[src/rtl/console_uart_tx.sv]
// console_uart_tx: Wishbone transmit console.
// Buffers CPU bytes in a FIFO and sends them as 8N1 UART frames.
module console_uart_tx #(
  parameter int FIFO_DEPTH = 16,
  parameter int DIV_WIDTH  = 16,
  parameter int DIV_RESET  = 867
) (
  input  logic        i_clk,
  input  logic        i_reset_n,
  input  logic        i_wb_stb,
  input  logic        i_wb_we,
  input  logic [1:0]  i_wb_addr,
  input  logic [31:0] i_wb_data,
  output logic [31:0] o_wb_data,
  output logic        o_wb_ack,
  output logic        o_wb_stall,
  output logic        o_tx,
  output logic        o_irq
);

  localparam int AW = (FIFO_DEPTH > 1) ? $clog2(FIFO_DEPTH) : 1;
  localparam int LW = AW + 1;

  typedef enum logic [1:0] {
    S_IDLE,
    S_START,
    S_DATA,
    S_STOP
  } state_e;

  logic [7:0]           mem_q [FIFO_DEPTH];
  logic [AW-1:0]        wptr_q, rptr_q;
  logic [LW-1:0]        level_q;
  logic                 tx_en_q, block_q, irq_en_q, ovf_q;
  logic [DIV_WIDTH-1:0] div_q;
  logic                 ack_q, irq_q;
  logic [31:0]          rdata_q, rd_mux, lvl32;

  state_e               state_q, state_d;
  logic [DIV_WIDTH-1:0] cnt_q, cnt_d, dlat_q, dlat_d;
  logic [2:0]           bit_q, bit_d;
  logic [7:0]           sh_q, sh_d;
  logic                 tx_q, tx_d;

  logic empty, full, wr_txd, stall, accept, wr;
  logic push, drop, flush, pop, tick, busy;
  logic unused_bits;

  assign empty  = (level_q == '0);
  assign full   = (level_q == LW'(FIFO_DEPTH));
  assign wr_txd = i_wb_stb && i_wb_we && (i_wb_addr == 2'd0);
  assign stall  = wr_txd && full && block_q;
  assign accept = i_wb_stb && !stall;
  assign wr     = accept && i_wb_we;
  // Full is judged before any same-cycle pop: a push on full never merges.
  assign push   = wr && (i_wb_addr == 2'd0) && !full;
  assign drop   = wr && (i_wb_addr == 2'd0) && full;
  assign flush  = wr && (i_wb_addr == 2'd2) && i_wb_data[1];
  assign tick   = (cnt_q == dlat_q);
  assign busy   = (state_q != S_IDLE);
  assign lvl32  = 32'(level_q);
  assign unused_bits = ^{i_wb_data, lvl32};

  // Read-data mux for the register map.
  always_comb begin
    rd_mux = '0;
    unique case (i_wb_addr)
      2'd0: rd_mux = '0;
      2'd1: rd_mux = {8'h00, lvl32[7:0], 12'h000,
                      ovf_q, busy, full, empty};
      2'd2: rd_mux = {28'h0, irq_en_q, block_q, 1'b0, tx_en_q};
      2'd3: rd_mux = 32'(div_q);
    endcase
  end

  // Bus response: registered ack and read data.
  always_ff @(posedge i_clk or negedge i_reset_n) begin
    if (!i_reset_n) begin
      ack_q   <= 1'b0;
      rdata_q <= '0;
    end else begin
      ack_q   <= accept;
      rdata_q <= (accept && !i_wb_we) ? rd_mux : '0;
    end
  end

  // Control, divisor and sticky overflow registers.
  always_ff @(posedge i_clk or negedge i_reset_n) begin
    if (!i_reset_n) begin
      tx_en_q  <= 1'b1;
      block_q  <= 1'b0;
      irq_en_q <= 1'b0;
      div_q    <= DIV_WIDTH'(DIV_RESET);
      ovf_q    <= 1'b0;
    end else begin
      if (wr && i_wb_addr == 2'd2) begin
        tx_en_q  <= i_wb_data[0];
        block_q  <= i_wb_data[2];
        irq_en_q <= i_wb_data[3];
      end
      if (wr && i_wb_addr == 2'd3)
        div_q <= i_wb_data[DIV_WIDTH-1:0];
      if (drop)
        ovf_q <= 1'b1;
      else if (wr && i_wb_addr == 2'd1 && i_wb_data[3])
        ovf_q <= 1'b0;
    end
  end

  // FIFO storage; contents need no reset.
  always_ff @(posedge i_clk) begin
    if (push)
      mem_q[wptr_q] <= i_wb_data[7:0];
  end

  // FIFO pointers and level; flush wins over push and pop.
  always_ff @(posedge i_clk or negedge i_reset_n) begin
    if (!i_reset_n) begin
      wptr_q  <= '0;
      rptr_q  <= '0;
      level_q <= '0;
    end else if (flush) begin
      wptr_q  <= '0;
      rptr_q  <= '0;
      level_q <= '0;
    end else begin
      if (push) wptr_q <= wptr_q + AW'(1);
      if (pop)  rptr_q <= rptr_q + AW'(1);
      unique case ({push, pop})
        2'b10:   level_q <= level_q + LW'(1);
        2'b01:   level_q <= level_q - LW'(1);
        default: level_q <= level_q;
      endcase
    end
  end

  // Serialiser next state; divisor is captured at the pop.
  always_comb begin
    state_d = state_q;
    cnt_d   = cnt_q;
    dlat_d  = dlat_q;
    bit_d   = bit_q;
    sh_d    = sh_q;
    tx_d    = tx_q;
    pop     = 1'b0;
    unique case (state_q)
      S_IDLE: begin
        tx_d = 1'b1;
        if (tx_en_q && !empty && !flush) begin
          pop     = 1'b1;
          state_d = S_START;
          cnt_d   = '0;
          dlat_d  = div_q;
          sh_d    = mem_q[rptr_q];
          tx_d    = 1'b0;
        end
      end
      S_START: begin
        if (tick) begin
          cnt_d   = '0;
          bit_d   = '0;
          state_d = S_DATA;
          tx_d    = sh_q[0];
        end else begin
          cnt_d = cnt_q + DIV_WIDTH'(1);
        end
      end
      S_DATA: begin
        if (tick) begin
          cnt_d = '0;
          bit_d = bit_q + 3'd1;
          if (bit_q == 3'd7) begin
            state_d = S_STOP;
            tx_d    = 1'b1;
          end else begin
            sh_d = sh_q >> 1;
            tx_d = sh_q[1];
          end
        end else begin
          cnt_d = cnt_q + DIV_WIDTH'(1);
        end
      end
      S_STOP: begin
        if (tick) begin
          cnt_d   = '0;
          state_d = S_IDLE;
        end else begin
          cnt_d = cnt_q + DIV_WIDTH'(1);
        end
      end
    endcase
  end

  // Serialiser state; reset drives the line high at once.
  always_ff @(posedge i_clk or negedge i_reset_n) begin
    if (!i_reset_n) begin
      state_q <= S_IDLE;
      cnt_q   <= '0;
      dlat_q  <= '0;
      bit_q   <= '0;
      sh_q    <= '0;
      tx_q    <= 1'b1;
    end else begin
      state_q <= state_d;
      cnt_q   <= cnt_d;
      dlat_q  <= dlat_d;
      bit_q   <= bit_d;
      sh_q    <= sh_d;
      tx_q    <= tx_d;
    end
  end

  // TX-done interrupt: enabled, drained and idle.
  always_ff @(posedge i_clk or negedge i_reset_n) begin
    if (!i_reset_n)
      irq_q <= 1'b0;
    else
      irq_q <= irq_en_q && empty && (state_q == S_IDLE);
  end

  assign o_wb_data  = rdata_q;
  assign o_wb_ack   = ack_q;
  assign o_wb_stall = stall;
  assign o_tx       = tx_q;
  assign o_irq      = irq_q;

endmodule

[config.mk]
export PLATFORM = sky130hd
export DESIGN_NAME = console_uart_tx
export DESIGN_NICKNAME = d
export VERILOG_FILES = /design/src/rtl/console_uart_tx.sv
export SDC_FILE = /design/constraint.sdc
export NUM_CORES = 1
export LEC_CHECK = 0
export CORE_ASPECT_RATIO = 0.5
export CORE_MARGIN = 2
export CORE_UTILIZATION = 45
export CTS_BUF_LIST = sky130_fd_sc_hd__clkbuf_8 sky130_fd_sc_hd__clkbuf_16
export CTS_CLUSTER_DIAMETER = 60
export DETAILED_ROUTE_END_ITERATION = 10
export GPL_TIMING_DRIVEN = 0
export SETUP_SLACK_MARGIN = 0.3
export SLEW_MARGIN = 25
export SYNTH_ARGS = -nofsm -noshare
export SYNTH_HDL_FRONTEND = slang
export SYNTH_SLANG_ARGS = --single-unit
[constraint.sdc]
create_clock -name i_clk -period 3.5 [get_ports i_clk]
set_input_delay 0.525 -clock i_clk [delete_from_list [all_inputs] [get_ports i_clk]]
set_output_delay 0.525 -clock i_clk [all_outputs]
set_load 0.005 [all_outputs]
-- Word level (Yosys, flattened, before mapping)
Memory sizes are Yosys's and may differ from the RTL's.
Cells that the tools add are included.
- register bits after elaboration: 113
- RAM bits: 128
- output and inout bits: 36
- word-level logic and storage cells: 117
- memories: 1
- memories (memory ; words ; width ; rd ports ; clocked after memory_dff ; wr ports ; RTL line ; source):
    mem_q ; 16 ; 8 ; 1 ; 0 ; 1 ; 31 ; logic [7:0] mem_q [FIFO_DEPTH];
- add/subtract/negate cells: 6
- equality and inequality tests: 17
- mux-type cells: 35
- reduce and logical (&&, ||, !) cells: 41
- operators with widths (kind ; number):
    $pmux W32 S4 ; 1
    $mux W16 ; 2
    $mux W32 ; 1
    $pmux W16 S2 ; 1
    $mux W8 ; 3
    $logic_and A1 B1 Y1 ; 19
    $add A16 B1 Y16 const B ; 1
    $eq A16 B16 Y1 ; 1
    $mux W4 ; 4
    $pmux W8 S2 ; 1
    $ne A2 B2 Y1 const B ; 6
    $reduce_bool A2 Y1 ; 6
    $eq A2 B2 Y1 const B ; 5
    $mux W1 ; 10
    $mux W2 ; 5
    $pmux W5 S2 ; 1
    $add A4 B1 Y4 const B ; 2
    $pmux W2 S4 ; 1
    $eq A2 B1 Y1 const B ; 3
    $mux W3 ; 2
    $pmux W3 S2 ; 1
    $reduce_and A3 Y1 ; 2
    $reduce_bool A3 Y1 ; 2
    $add A5 B1 Y5 const B ; 1
    13 further kinds ; 18

-- Longest topological paths before layout
Gate-level depths: netlist of run 1.
- depth in word-level cells: 16
- mapped depth: 13

-- Worst setup path after synthesis of run 1
OpenSTA, ideal clock, no wires.
- kind: reg-to-reg
- from: reg state_q[0]
- to: reg level_q[4]
- setup time: 0.148 ns
- arrival time: 2.585 ns
- slack: 0.768 ns
- stages on the path, launching flop included: 14
- period minus slack after synthesis: 2.732 ns
- path through: dfrtp_1 > inv_1 > ha_1 > clkbuf_1 > nand2_1 > a221oi_1 > and2_0 > buf_2 > xor2_1 > ha_1 > o31ai_1 > a21oi_1 > o31ai_1 > a32oi_1
- cells in the longest elaborated chain, start to end: 5
- elaborated cells between the ends (all ways): 7
- those cells by class: 2 x eq/ne; 3 x mux; 2 x reduce/logical
- ends and longest elaborated chain (what ; RTL line ; source):
    start, declared ; 39 ; state_e state_q, state_d;
    start signal, assigned ; 204 ; state_q <= state_d;
    $logic_not A2 Y1 (*) ; 146 ; unique case (state_q)
    $mux W1 (*) ; 146 ;
    $eq A2 B1 Y1 / $eq A2 B2 Y1 (equally long branches) ; 129 ; unique case ({push, pop})
    $pmux W5 S2 ; 129 ;
    $mux W5 ; 122 ; end else if (flush) begin
    end signal, assigned ; 130 ; 2'b10: level_q <= level_q + LW'(1);
    end signal, assigned ; 131 ; 2'b01: level_q <= level_q - LW'(1);
    end signal, assigned ; 132 ; default: level_q <= level_q;
    end, declared ; 33 ; logic [LW-1:0] level_q;
Mark *: on every way between the ends. The rest lies on a longest branch, timed or not.
A chain may end at the register's enable or synchronous reset.

-- Final worst setup path of run 1
- from: reg level_q[0]
- to: out o_wb_stall
- cells in the longest elaborated chain, start to end: 3
- ends and longest elaborated chain (what ; RTL line ; source):
    $eq A5 B5 Y1 ; 50 ; assign full = (level_q == LW'(FIFO_DEPTH));
    $logic_and A1 B1 Y1 (2 in a row) ; 52 ; assign stall = wr_txd && full && block_q;
    end, declared ; 16 ; output logic o_wb_stall,
Every way passes these cells.

==> flow_summary.json, run 1 <==
{
  "status": "finished, final reports clean",
  "reg2reg_slack_ns": 0.55,
  "yosysSeqAreaShare": 0.638,
  "grt_use_met2": 0.320,
  "antenna_left": 0,
  "power.density_mw_per_mm2": 528,
  "finalSetupViolCount": 0,
  "cp.arrival_ns": 2.53,
  "path_clk_slew_ns": 0.07,
  "postRouteWirelength_um": 22200,
  "io_pins": 74,
  "final.fill_count": 1850,
  "ir_drop_mv": 0.330,
  "min_path_type": "primary input to asynchronous set/reset pin",
  "max_freq_mhz": 327,
  "drive_gt1_frac": 0.193,
  "syn-cell-area_mm2": 0.0100,
  "coreArea_mm2": 0.0218,
  "cts_htree_levels": 1,
  "vias": 5917,
  "worstPathRequired_ns": 2.97,
  "ys_types": 61,
  "drv_slew": 0,
  "hold_viol": 0,
  "grt_max_degree": 64,
  "grt_first_pass_wirelength_um": 35000,
  "yosys_warnings": 0,
  "synth_edf_count": 128,
  "diodes": 0,
  "routed_via_density": 5.39,
  "grt_pass1_vias": 5959,
  "end_kind": "output port",
  "cp-start-kind": "flop",
  "use_met3": 0.0313,
  "cap_violations": 0,
  "overflow": 0,
  "synthToLayoutAreaGrowth_pct": 17.1,
  "clk_latency_ns": 0.51,
  "cts_sinks": 230,
  "grt_usage": 0.194,
  "die_h_um": 110,
  "cts_buffer_depth": 3,
  "busiest_layer": "met2",
  "firstDrtPassIters": 5,
  "numCtsBuffers": 22,
  "drc_errors": 0,
  "die_area_mm2": 0.0236,
  "period_needed_ns": 3.06,
  "tightest_slew_ns": 0.987,
  "p_leak_uw": 0.00454,
  "final_nets": 835,
  "grt.met1_usage": 0.277,
  "relSlewSlack": 0.340,
  "syn_inst": 701,
  "gp_congestion": 0.807,
  "r2r-end": "level_q[4]$_DFFE_PN0P_",
  "fin_setup_tns_ns": 0,
  "rsz0062_at_grt": "true",
  "path_max_fanout": 7,
  "finalCritPeriodShare": 0.874,
  "initial_core_util": 0.461,
  "worstReg2RegStart": "level_q[0]$_DFFE_PN0P_",
  "numPortBuffers": 45,
  "r2r.worst_path.cells": 11,
  "dp_hpwl_um": 14900,
  "fin_util": 0.541,
  "ys.flop_type": "edfxtp_1",
  "ys_async_sr_fraction": 0.443,
  "root_buffer": "clkbuf_16",
  "synth_area_per_cell_um2": 14.3,
  "fp.dieW_um": 215,
  "drt_iter0_markers": 390,
  "worstSetupPathType": "flop to output port",
  "cts_tree": "built",
  "ys_ff_latch": 230,
  "rows": 38,
  "wire_per_inst_um": 20.2,
  "skew_ns": 0.0175,
  "antenna_found_initial": 0
}
==> logic make-up after synthesis <==
kind of cell    after synthesis  share of synthesized area
fa+ha+maj                    14                     0.0174
buf+inv                      63                     0.0295
simple gates                190                      0.102
other cells                   1                   0.000373
compound gates               97                     0.0730
mux                          82                      0.119
xor+xnor                     24                     0.0209
flops                       230                      0.638
==> routing by layer <==
| layer | vias to the layer above | wire length [um] | share of wire |
|---|---|---|---|
| met5 | - | 0 | 0 |
| met4 | 0 | 323 | 0.015 |
| met3 | 25 | 814 | 0.037 |
| met2 | 104 | 10400 | 0.47 |
| met1 | 3012 | 10700 | 0.48 |
| li1 | 2776 | - | - |
==> sequential cells by signal, summed over array words and instances, names as in the netlist <==
name,cells
tx_en_q,1
div_q,16
irq_en_q,1
sh_q,8
rptr_q,4
level_q,5
o_wb_ack,1
ovf_q,1
o_tx,1
o_wb_data,21
o_irq,1
state_q,2
block_q,1
cnt_q,16
bit_q,3
mem_q,128
dlat_q,16
wptr_q,4
==> power by group <==
group	internal (uW)	switching, uW	leakage [uW]	total (uW)
logic	298	381	0.00170	679
registers	2980	74.2	0.00245	3060
clock network	1480	1000	0.000393	2480
total	4760	1460	0.00454	6220
==> metrics by stage <==
step / hold slack (ns) / instances / setup slack (ns) / cell area, um2 / power, uW
final: 0.497 / 1097 / 0.440 / 11800 / 6220
after floorplan: 0.229 / 711 / 0.768 / 10100 / 3510
after detailed placement: 0.462 / 1057 / -0.238 / 10900 / 3740
after global routing: 0.522 / 1097 / 0.203 / 11800 / 6450
after global placement: 0.486 / 1056 / -2.04 / 10900 / 3730
after CTS: 0.496 / 1096 / 0.185 / 11700 / 6220
==> how the worst max path moves through the flow <==
stage                                 startpoint  cells past startpoint                      to
after floorplan           state_q[0]$_DFFE_PN0P_                     13  level_q[4]$_DFFE_PN0P_
after global placement                 i_reset_n                      1     sh_q[7]$_DFFE_PN0P_
after detailed placement                 i_wb_we                      8   mem_q[4][3]$_DFFE_PP_
after CTS                 level_q[0]$_DFFE_PN0P_                      5              o_wb_stall
after global routing      state_q[0]$_DFFE_PN0P_                     13  level_q[4]$_DFFE_PN0P_
final                     level_q[0]$_DFFE_PN0P_                      5              o_wb_stall
==> Yosys cell counts, types with 2 or more instances <==
| cell | count | area share |
|---|---|---|
| nand3_1 | 5 | 0.0025 |
| nand2b_1 | 7 | 0.0044 |
| o31ai_1 | 7 | 0.0052 |
| buf_4 | 11 | 0.0082 |
| xor2_1 | 5 | 0.0044 |
| a22oi_1 | 5 | 0.0037 |
| nand4_1 | 7 | 0.0044 |
| clkbuf_1 | 25 | 0.0093 |
| a31o_2 | 3 | 0.0026 |
| o21ai_0 | 12 | 0.0060 |
| nand2_1 | 40 | 0.015 |
| and2_0 | 2 | 0.0012 |
| and3_1 | 5 | 0.0031 |
| edfxtp_1 | 128 | 0.38 |
| nor3_1 | 8 | 0.0040 |
| nor4_1 | 13 | 0.0081 |
| inv_1 | 16 | 0.0060 |
| and4_1 | 7 | 0.0061 |
| ha_1 | 14 | 0.017 |
| nor2b_1 | 17 | 0.011 |
| and2_1 | 31 | 0.019 |
| mux4_2 | 26 | 0.058 |
| dfstp_2 | 8 | 0.021 |
| xnor2_1 | 19 | 0.017 |
| mux2_2 | 43 | 0.048 |
| a31oi_1 | 13 | 0.0081 |
| a21oi_1 | 10 | 0.0050 |
| nor2_1 | 39 | 0.015 |
| mux2i_1 | 13 | 0.013 |
| a22o_1 | 8 | 0.0070 |
| dfrtp_1 | 94 | 0.23 |
| a211o_1 | 7 | 0.0061 |
| buf_2 | 8 | 0.0040 |
| a41oi_1 | 5 | 0.0044 |
| a211oi_1 | 14 | 0.010 |
==> layout make-up <==
cell class | instances | area [um2] | area share
Sequential cell | 230 | 6410 | 0.544
Multi-Input combinational cell | 418 | 3440 | 0.292
Clock buffer | 30 | 672 | 0.0571
Timing Repair Buffer | 48 | 497 | 0.0422
Tap cell | 300 | 375 | 0.0319
Buffer | 47 | 239 | 0.0203
Clock inverter | 8 | 83.8 | 0.00712
Inverter | 16 | 60.1 | 0.00510
==> layout by cell type (no fill, tap or decap), drive strengths merged, types with 13 or more instances in the layout <==
cell,instances
edfxtp,128
dfrtp,94
clkbuf,56
clkdlybuf4s50,44
mux2,43
nand2,41
nor2,39
and2,33
mux4,26
buf,24
inv,21
xnor2,19
nor2b,17
a211oi,14
ha,14
nor4,14
mux2i,13
a31oi,13
o21ai,13
==> what timing repair did <==
item / in CTS / in global routing
buffers inserted: 0 / 1
resized for setup: 2 / 11
pin swaps: 0 / 1
cloned: 0 / 0
endpoints found under the setup margin: 2 / 35
hold endpoints to repair: 37 / 0
hold buffers: 1 / 0
==> worst max-delay path, cell delays in order, from the launching register on <==
cell	delay, ns
dfrtp_1	0.39
clkbuf_2	0.19
nor4_4	0.35
nand2_1	0.19
nor4_2	0.33
clkdlybuf4s50_1	0.58
No activity file was read; power rests on OpenSTA's default activity.
==> inputs of run 2 (changes only) <==
--- a/config.mk
+++ b/config.mk
@@ -5,13 +5,14 @@
 export SDC_FILE = /design/constraint.sdc
 export NUM_CORES = 1
 export LEC_CHECK = 0
-export CORE_ASPECT_RATIO = 0.5
+export CORE_ASPECT_RATIO = 1.1
 export CORE_MARGIN = 2
 export CORE_UTILIZATION = 45
 export CTS_BUF_LIST = sky130_fd_sc_hd__clkbuf_8 sky130_fd_sc_hd__clkbuf_16
 export CTS_CLUSTER_DIAMETER = 60
 export DETAILED_ROUTE_END_ITERATION = 10
 export GPL_TIMING_DRIVEN = 0
+export PLACE_DENSITY = 0.6
 export SETUP_SLACK_MARGIN = 0.3
 export SLEW_MARGIN = 25
 export SYNTH_ARGS = -nofsm -noshare
==> run 2 against run 1 <==
Via count increased by 2.5%; sequential share of layout area decreased by 0.35 points; cell area increased by 0.65%; clock power increased by 4%; clock skew decreased by 0.0035 ns; flip-flop and latch count unchanged; final cell count increased by 0.18%; die area decreased by 0.30%; total power increased by 1.8%; hold slack improved by 0.0084 ns; largest cell class unchanged.
==> flow_summary.json, run 2 (synthesis gave the netlist of run 1 again) <==
{
  "status": "finished, final reports clean",
  "routed.top_layer": "met4",
  "cts_sinks": 230,
  "relSlewSlack": 0.401,
  "drive_gt1_frac": 0.204,
  "max_freq_mhz": 330,
  "routed_via_density": 5.52,
  "fp.dieW_um": 146,
  "crit_path_frequent_cell": "nor4_4",
  "overflow": 0,
  "postRouteWirelength_um": 22000,
  "pwr-share-clk": 0.409,
  "drv_slew": 0,
  "cp.arrival_ns": 2.51,
  "antenna_left": 0,
  "cts_tree": "built",
  "switching_share": 0.240,
  "rsz0062_at_grt": "true",
  "cp-start-kind": "flop",
  "power.density_mw_per_mm2": 534,
  "drt_iter0_markers": 367,
  "path_max_fanout": 7,
  "dpl-instance-area_mm2": 0.0109,
  "regMostFlops": "mem_q",
  "tightest_slew_ns": 0.896,
  "met2_wirelength_um": 10900,
  "ir_drop_mv": 0.414,
  "hold_viol": 0,
  "coreArea_mm2": 0.0220,
  "final_common_cell": "edfxtp_1",
  "min_path_type": "flop to flop",
  "firstDrtPassIters": 5,
  "vias": 6062,
  "grt_pass1_vias": 6280,
  "numCtsBuffers": 25,
  "clk_latency_ns": 0.53,
  "internal_power_uw": 4810,
  "drc_errors": 0,
  "comb_power_share": 0.108,
  "critical-path-max-stage-delay_ns": 0.55,
  "worstPathRequired_ns": 2.97,
  "cts_buffer_depth": 3,
  "end_kind": "output port",
  "final_nets": 838,
  "cap_violations": 0,
  "wire_per_inst_um": 20.0,
  "antenna_found_initial": 0,
  "cts_htree_levels": 1,
  "final.fill_count": 1805,
  "grt_max_degree": 55,
  "rows": 57,
  "path_cells": "clkbuf_2 > nor4_4 > nand2_1 > nor4_4 > clkdlybuf4s50_1",
  "path_clk_slew_ns": 0.06,
  "numPortBuffers": 45,
  "grt_first_pass_wirelength_um": 35300,
  "initial_core_util": 0.456,
  "power_frac_seq": 0.484,
  "skew_ns": 0.0140,
  "largest_reg_flops": 128,
  "p_leak_uw": 0.00458,
  "diodes": 0,
  "io_pins": 74,
  "fin_util": 0.538,
  "design_area_mm2": 0.0118,
  "period_needed_ns": 3.03,
  "die_h_um": 161,
  "finalSetupViolCount": 0,
  "layout_common_cells": "128 x edfxtp_1, 94 x dfrtp_1, 44 x clkdlybuf4s50_1, 43 x mux2_2",
  "grt_usage": 0.191,
  "worstSetupPathType": "flop to output port",
  "die_area_mm2": 0.0235,
  "p_switching_uw": 1520,
  "synthToLayoutAreaGrowth_pct": 17.9,
  "finalCritPeriodShare": 0.866,
  "wl_met1_um": 9780,
  "cp_slowest_cell": "clkdlybuf4s50_1",
  "met3_length_um": 933,
  "root_buffer": "clkbuf_16",
  "dp_hpwl_um": 14900,
  "gp_congestion": 0.819
}
-- run 2: changes by cell type in the layout (fill, tap and decap cells not counted), sizes merged --
cell and change:
inv -1, bufinv -1, clkinv +7, clkbuf +2
-- run 2: stage by stage --
step	worst slack (ns)	power (uW)	hold slack (ns)	instances	TNS [ns]
final	0.468	6330	0.505	1099	0
after global routing	0.297	6600	0.539	1099	0
after CTS	0.241	6360	0.500	1098	0
after detailed placement	-0.200	3740	0.494	1052	-6.27
after global placement	-2.00	3720	0.485	1051	-198.14
after floorplan	0.768	3510	0.229	711	0
-- run 2: layout make-up --
cell class                 count  area, um2  share of cell area
timing repair buffer          48        497              0.0419
clock inverter                13        105             0.00887
inverter                      16       60.1             0.00507
buffer                        47        239              0.0202
sequential                   230       6410               0.541
multi-input combinational    418       3450               0.291
tap                          295        369              0.0312
clock buffer                  32        722              0.0609
-- run 2: what timing repair did --
action / in CTS / in global routing
hold endpoints to repair: 45 / 0
endpoints found under the setup margin: 3 / 34
pin swaps: 0 / 1
hold buffers: 1 / 0
setup buffers: 0 / 1
gates resized for setup: 4 / 10
-- run 2: layer usage --
metal	global-route usage	vias to the layer above
met3	0.0293	40
met1	0.266	3074
met5	0	-
li1	-	2785
met2	0.321	163
met4	0.0419	0
-- run 2: power by group through the flow --
stage	logic [uW]	clock network [uW]	registers (uW)
2_1_floorplan	424	0	3080
3_5_place_dp	633	0	3110
6_report	681	2590	3060
3_3_place_gp	614	0	3110
4_1_cts	659	2640	3060
5_1_grt	758	2770	3070
-- run 2: worst max-delay path, delay by kind of cell (launching register included) --
kind                   cells  cell delay [ns]
DFF                        1             0.39
and+or+nand+nor            3             0.84
buffers and inverters      2             0.74
-- run 2: path summary, 6_finish.rpt --
path	startpoint	endpoint	slack (ns)	depth (start not counted)
max	level_q[0]$_DFFE_PN0P_	o_wb_stall	0.47	5
min	div_q[3]$_DFFE_PN0P_	div_q[3]$_DFFE_PN0P_	0.50	2
max reg2reg	level_q[0]$_DFFE_PN0P_	level_q[4]$_DFFE_PN0P_	0.51	11
min reg2reg	div_q[3]$_DFFE_PN0P_	div_q[3]$_DFFE_PN0P_	0.50	2
max in group asynchronous	i_reset_n	div_q[6]$_DFFE_PN1P_	2.31	3
min in group asynchronous	i_reset_n	sh_q[0]$_DFFE_PN0P_	0.51	2
